--- src/rtl/fsm_step_ctrl.sv ---
// fsm_step_ctrl: input stage that feeds the display FSM with one clean step
// pulse. Synchronises and debounces the active-low push-button, synchronises
// the auto/manual slide switch and, in auto mode, adds periodic steps from a
// free-running timer.
//
// Optional feature macro: STEP_REPEAT_EN
//   defined   - in manual mode the step timer also runs while the debounced
//               key is held low, giving hold-to-repeat steps.
//   undefined - in manual mode each press yields exactly one step.
//
// Handshake: none. o_step is a one-cycle strobe; the consumer must act on it
// in the cycle it is high. Every output comes straight from a flop, so there
// is no combinational path from any input to any output.
module fsm_step_ctrl #(
    parameter logic [31:0] CLOCK_FREQ     = 32'd50_000_000,
    parameter int          DEBOUNCE_MS    = 20,
    parameter int          STEP_PERIOD_MS = 1000
) (
    input  logic clk,
    input  logic rst_n,
    input  logic i_key_n,
    input  logic i_auto_sw,
    output logic o_step,
    output logic o_auto,
    output logic o_key_db
);

    localparam int unsigned DEB_CYC  = CLOCK_FREQ / 1000 * DEBOUNCE_MS;
    localparam int unsigned STEP_CYC = CLOCK_FREQ / 1000 * STEP_PERIOD_MS;

    // A one-cycle debounce window still needs a 1-bit counter.
    localparam int DEB_W  = (DEB_CYC > 1) ? $clog2(DEB_CYC) : 1;
    localparam int STEP_W = (STEP_CYC > 1) ? $clog2(STEP_CYC) : 1;

    localparam logic [DEB_W-1:0]  DEB_MAX  = DEB_W'(DEB_CYC - 1);
    localparam logic [STEP_W-1:0] STEP_MAX = STEP_W'(STEP_CYC - 1);

    if (DEB_CYC < 1) begin : g_bad_deb
        $error("fsm_step_ctrl: debounce window must be at least one cycle");
    end
    if (STEP_CYC < 2) begin : g_bad_step
        $error("fsm_step_ctrl: step period must be at least two cycles");
    end

    logic              key_s1;
    logic              key_s2;
    logic              sw_s1;
    logic              sw_s2;
    logic              key_db;
    logic              key_db_d;
    logic [DEB_W-1:0]  deb_cnt;
    logic [STEP_W-1:0] timer;
    logic              step_q;
    logic              press;
    logic              timer_run;
    logic              wrap;

    // Two-flop synchronisers; the key idles released (1), the switch idles manual (0).
    always_ff @(posedge clk or negedge rst_n) begin
        if (!rst_n) begin
            key_s1 <= 1'b1;
            key_s2 <= 1'b1;
            sw_s1  <= 1'b0;
            sw_s2  <= 1'b0;
        end else begin
            key_s1 <= i_key_n;
            key_s2 <= key_s1;
            sw_s1  <= i_auto_sw;
            sw_s2  <= sw_s1;
        end
    end

    // Debounce: accept a new key level only after it has differed for DEB_CYC cycles.
    always_ff @(posedge clk or negedge rst_n) begin
        if (!rst_n) begin
            key_db  <= 1'b1;
            deb_cnt <= '0;
        end else if (key_s2 == key_db) begin
            deb_cnt <= '0;
        end else if (deb_cnt == DEB_MAX) begin
            key_db  <= key_s2;
            deb_cnt <= '0;
        end else begin
            deb_cnt <= deb_cnt + 1'b1;
        end
    end

    // Delayed copy of the debounced level for falling-edge (press) detection.
    always_ff @(posedge clk or negedge rst_n) begin
        if (!rst_n) begin
            key_db_d <= 1'b1;
        end else begin
            key_db_d <= key_db;
        end
    end

    // Press is the debounced 1 -> 0 transition; release produces nothing.
    assign press = key_db_d & ~key_db;

`ifdef STEP_REPEAT_EN
    assign timer_run = sw_s2 | ~key_db;
`else
    assign timer_run = sw_s2;
`endif

    assign wrap = timer_run && (timer == STEP_MAX);

    // Step timer: idle at 0 when not running; a press restarts the period so
    // a manual step is never followed closely by an auto step.
    always_ff @(posedge clk or negedge rst_n) begin
        if (!rst_n) begin
            timer <= '0;
        end else if (!timer_run || press || wrap) begin
            timer <= '0;
        end else begin
            timer <= timer + 1'b1;
        end
    end

    // Registered step: press and wrap in the same cycle merge into one pulse.
    always_ff @(posedge clk or negedge rst_n) begin
        if (!rst_n) begin
            step_q <= 1'b0;
        end else begin
            step_q <= press | wrap;
        end
    end

    assign o_step   = step_q;
    assign o_auto   = sw_s2;
    assign o_key_db = key_db;

endmodule
--- config.mk ---
export PLATFORM = sky130hd
export DESIGN_NAME = fsm_step_ctrl
export DESIGN_NICKNAME = d
export VERILOG_FILES = /design/src/rtl/fsm_step_ctrl.sv
export SDC_FILE = /design/constraint.sdc
export NUM_CORES = 1
export LEC_CHECK = 0
export ABC_AREA = 1
export CORE_UTILIZATION = 50
export CTS_CLUSTER_DIAMETER = 120
export CTS_CLUSTER_SIZE = 30
export DETAILED_ROUTE_END_ITERATION = 12
export GPL_TIMING_DRIVEN = 0
export PLACE_DENSITY = 0.67
export SYNTH_ARGS = -nofsm -noshare
export SYNTH_HDL_FRONTEND = slang
export SYNTH_SLANG_ARGS = --single-unit
--- constraint.sdc ---
create_clock -name clk -period 2 [get_ports clk]
set_input_delay 0.6 -clock clk [delete_from_list [all_inputs] [get_ports clk]]
set_output_delay 0.6 -clock clk [all_outputs]
set_load 0.01 [all_outputs]
==> summary.md <==
| Metric | Value |
|---|---|
| Antenna violations before repair | `0` |
| Hpwl dp | `between 4 and 5 mm` |
| Die X-Extent | `between 70 and 80 um` |
| Max Freq | `between 500 and 600 MHz` |
| Final slew viol count | `0` |
| Root buffer selected by CTS | `clkbuf_8` |
| First-pass GRT wire length | `10.4 mm` |
| CTS hold repair buffers | `0` |
| GRT Overall Usage | `21.7%` |
| Vias per cell | `4.95` |
| Outcome | `complete, no violations` |
| Total Wirelength | `6.03 mm` |
| Worst R2R Path Depth | `9` |
| Design Area, Final | `0.00325 sq mm` |
| Clk_lat worst skew | `310 ps` |
| VDD IR max | `around 320 uV` |
| Hold slack | `between 150 and 200 ps` |
| Worst Setup Start Kind | `flop` |
| ANT cells | `0` |
| Worst EP arrival | `1230 ps` |
| TritonCTS Buffers | `5` |
| Die ar. | `0.00624 sq mm` |
| Via count | `2,385` |
| YS warnings | `0` |
| Tightest Pin Transition | `569 ps` |
| GR Overflow Total | `0` |
| WP depth | `1` |
| Fillers | `567` |
| Num rows | `27` |
| Setup violators final | `0` |
| Area growth syn-to-layout | `9.58%` |
| TritonCTS clock tree | `yes` |
| Residual DRC | `0` |
| Slew margin rel. | `61.8%` |
| CP delay by family, top | `buffers and inverters` |
| Post-DR wirelength/cell | `12.5 um` |
| Final count of hold timing violations | `0` |
| Largest net degree at the start of global routing | `41` |
| Layout cells sized above 1 | `11.7%` |
| Synth Net Count | `401` |
| DIE HEIGHT | `79.0 um` |
| Post-Syn Area per Cell | `around 7.5 sq um` |
| Worst setup margin | `173 ps` |
| Max-cap check violation count | `0` |
| Tmin final | `1830 ps` |
| Grt met1 use | `26.8%` |
| DP Area | `around 0.0031 sq mm` |
| Pwr Density | `about 600 mW/mm^2` |
| Seq/Total Area, Yosys | `about 45%` |
| Gpl congestion | `0.839` |
| Final worst-path cycle share | `91.4%` |
| Routed Antenna Nets | `0` |
| Crit. End Element | `output pin` |
| GR peak layer | `met2` |
| Core ar. | `0.00561 sq mm` |
| RSZ-0062 raised after global routing | `no` |
| Mapped Cells | `395` |
| Starting density of the core | `52.9%` |
| Sink Count | `between 50 and 60` |
| CP max-delay cell | `clkdlybuf4s50_1` |
| CP Buf/Inv Count | `1` |
| Worst Clk Skew | `16.7 ps` |
| # IOs | `7` |
| Yosys cell types | `26` |
| Final TNS setup | `0 ps` |
| Worst path required time | `1400 ps` |
| Leakage | `1.34 nW` |
| CTS H-tree lvls | `2` |
| Synthesized area | `0.00296 sq mm` |
| Flops & latches, synth | `53` |
| Clk slew on worst S/H paths | `110 ps` |
| Clock Tree Buf Depth | `2` |
| Number of port buffers | `6` |
| Nets | `between 400 and 500` |
| Vias in the first global route | `2,318` |
| Worst slack at placement | `311 ps` |
| Total power | `0.00196 W` |
| Initial DRT Pass Iterations | `4` |
| Slowest stage delay, CP | `540 ps` |
| CP max FO | `3` |
| CP Class | `reg2out` |
| Hold WC Path Type | `in2async` |
| Met3 Resource Use GR | `3.91%` |
| Crit-path cells | `clkdlybuf4s50_1` |
| Initial drt markers | `134` |
| GR Util met2 | `39.0%` |
## cells in the mapped netlist
master | n | area, sq um
and2_1 | 1 | 6.26
dfrtp_1 | 49 | 1230
nand3_1 | 28 | 140
inv_1 | 44 | 165
nand4_1 | 7 | 43.8
nand3b_1 | 1 | 7.51
buf_8 | 1 | 15.0
nand2_2 | 7 | 43.8
nor2_2 | 17 | 106
nand3_2 | 1 | 10.0
nor2_1 | 87 | 327
a21oi_1 | 5 | 25.0
dfstp_2 | 4 | 105
or2_2 | 1 | 6.26
xnor2_1 | 5 | 43.8
buf_6 | 1 | 11.3
xor2_1 | 15 | 131
nor2_4 | 4 | 45.0
ha_1 | 2 | 25.0
o21ai_0 | 3 | 15.0
nand3_4 | 1 | 17.5
o21bai_1 | 5 | 37.5
nand2_1 | 103 | 387
nand2_4 | 1 | 11.3
nor3_1 | 1 | 5.00
a21boi_0 | 1 | 7.51
## metal layers
layer | wire length, um | vias up
met5 | 0 | -
li1 | - | 1241
met4 | 73 | 0
met1 | 2770 | 1100
met3 | 160 | 9
met2 | 3030 | 35
## per-stage QoR
step                      util [%]  std cells
final                         57.9        482
after global routing          57.9        482
after CTS                     57.9        482
after detailed placement      55.8        474
after global placement        55.5        473
after floorplan                  -        395
## layout make-up
class | count | area [sq um] | share of cell area (%)
Buffer | 2 | 26.3 | 0.809
Clock buffer | 6 | 82.6 | 2.54
Clock inverter | 2 | 37.5 | 1.16
Inverter | 44 | 165 | 5.08
Multi-Input combinational cell | 296 | 1440 | 44.4
Sequential cell | 53 | 1330 | 41.0
Tap cell | 72 | 90.1 | 2.77
Timing Repair Buffer | 7 | 73.8 | 2.27
## flip-flops by register name, indices dropped and copies added (netlist names)
| name | cells |
|---|---|
| key_s2 | 1 |
| deb_cnt | 20 |
| o_key_db | 1 |
| key_s1 | 1 |
| o_auto | 1 |
| o_step | 1 |
| timer | 26 |
| key_db_d | 1 |
| sw_s1 | 1 |
## power by group
group	total [W]	leakage, nW	switching [W]	internal, W
combinational	0.0000825	0.570	0.0000542	0.0000283
sequential	0.00110	0.717	0.0000108	0.00109
clock	0.000776	0.0574	0.000368	0.000407
total	0.00196	1.34	0.000433	0.00152
## timing repair
action                                  CTS  global route
gates resized for setup                   1             0
endpoints found under the setup margin    1             0
buffers inserted                          0             0
## worst paths after layout
path,from,to,slack (ps)
max in group asynchronous,rst_n,key_db_d,1210
min in group clk,sw_s1,o_auto,360
max,o_auto,o_auto,170
max reg2reg,timer[0],timer[7],310
min reg2reg,sw_s1,o_auto,360
min,rst_n,timer[15],180
## cell usage in the layout (no fill, tap or decap), drive strengths merged, types with 5 or more instances in the layout
cell type / Yosys / final
nand4: 7 / 7
nand3: 30 / 30
clkbuf: 0 / 6
inv: 44 / 44
nor2: 108 / 108
a21oi: 5 / 5
dfrtp: 49 / 49
xnor2: 5 / 5
nand2: 111 / 111
o21bai: 5 / 5
xor2: 15 / 15
## logic make-up after synthesis
kind of cell,Yosys count,share of synthesized area (%)
flip-flops,53,44.9
XOR/XNOR,20,5.91
AO/OA/AOI/OAI,14,2.87
buffers and inverters,46,6.46
adder cells (fa/ha/maj),2,0.844
AND/OR/NAND/NOR,260,39.0
Note: power is estimated with default switching activity, not from simulation.
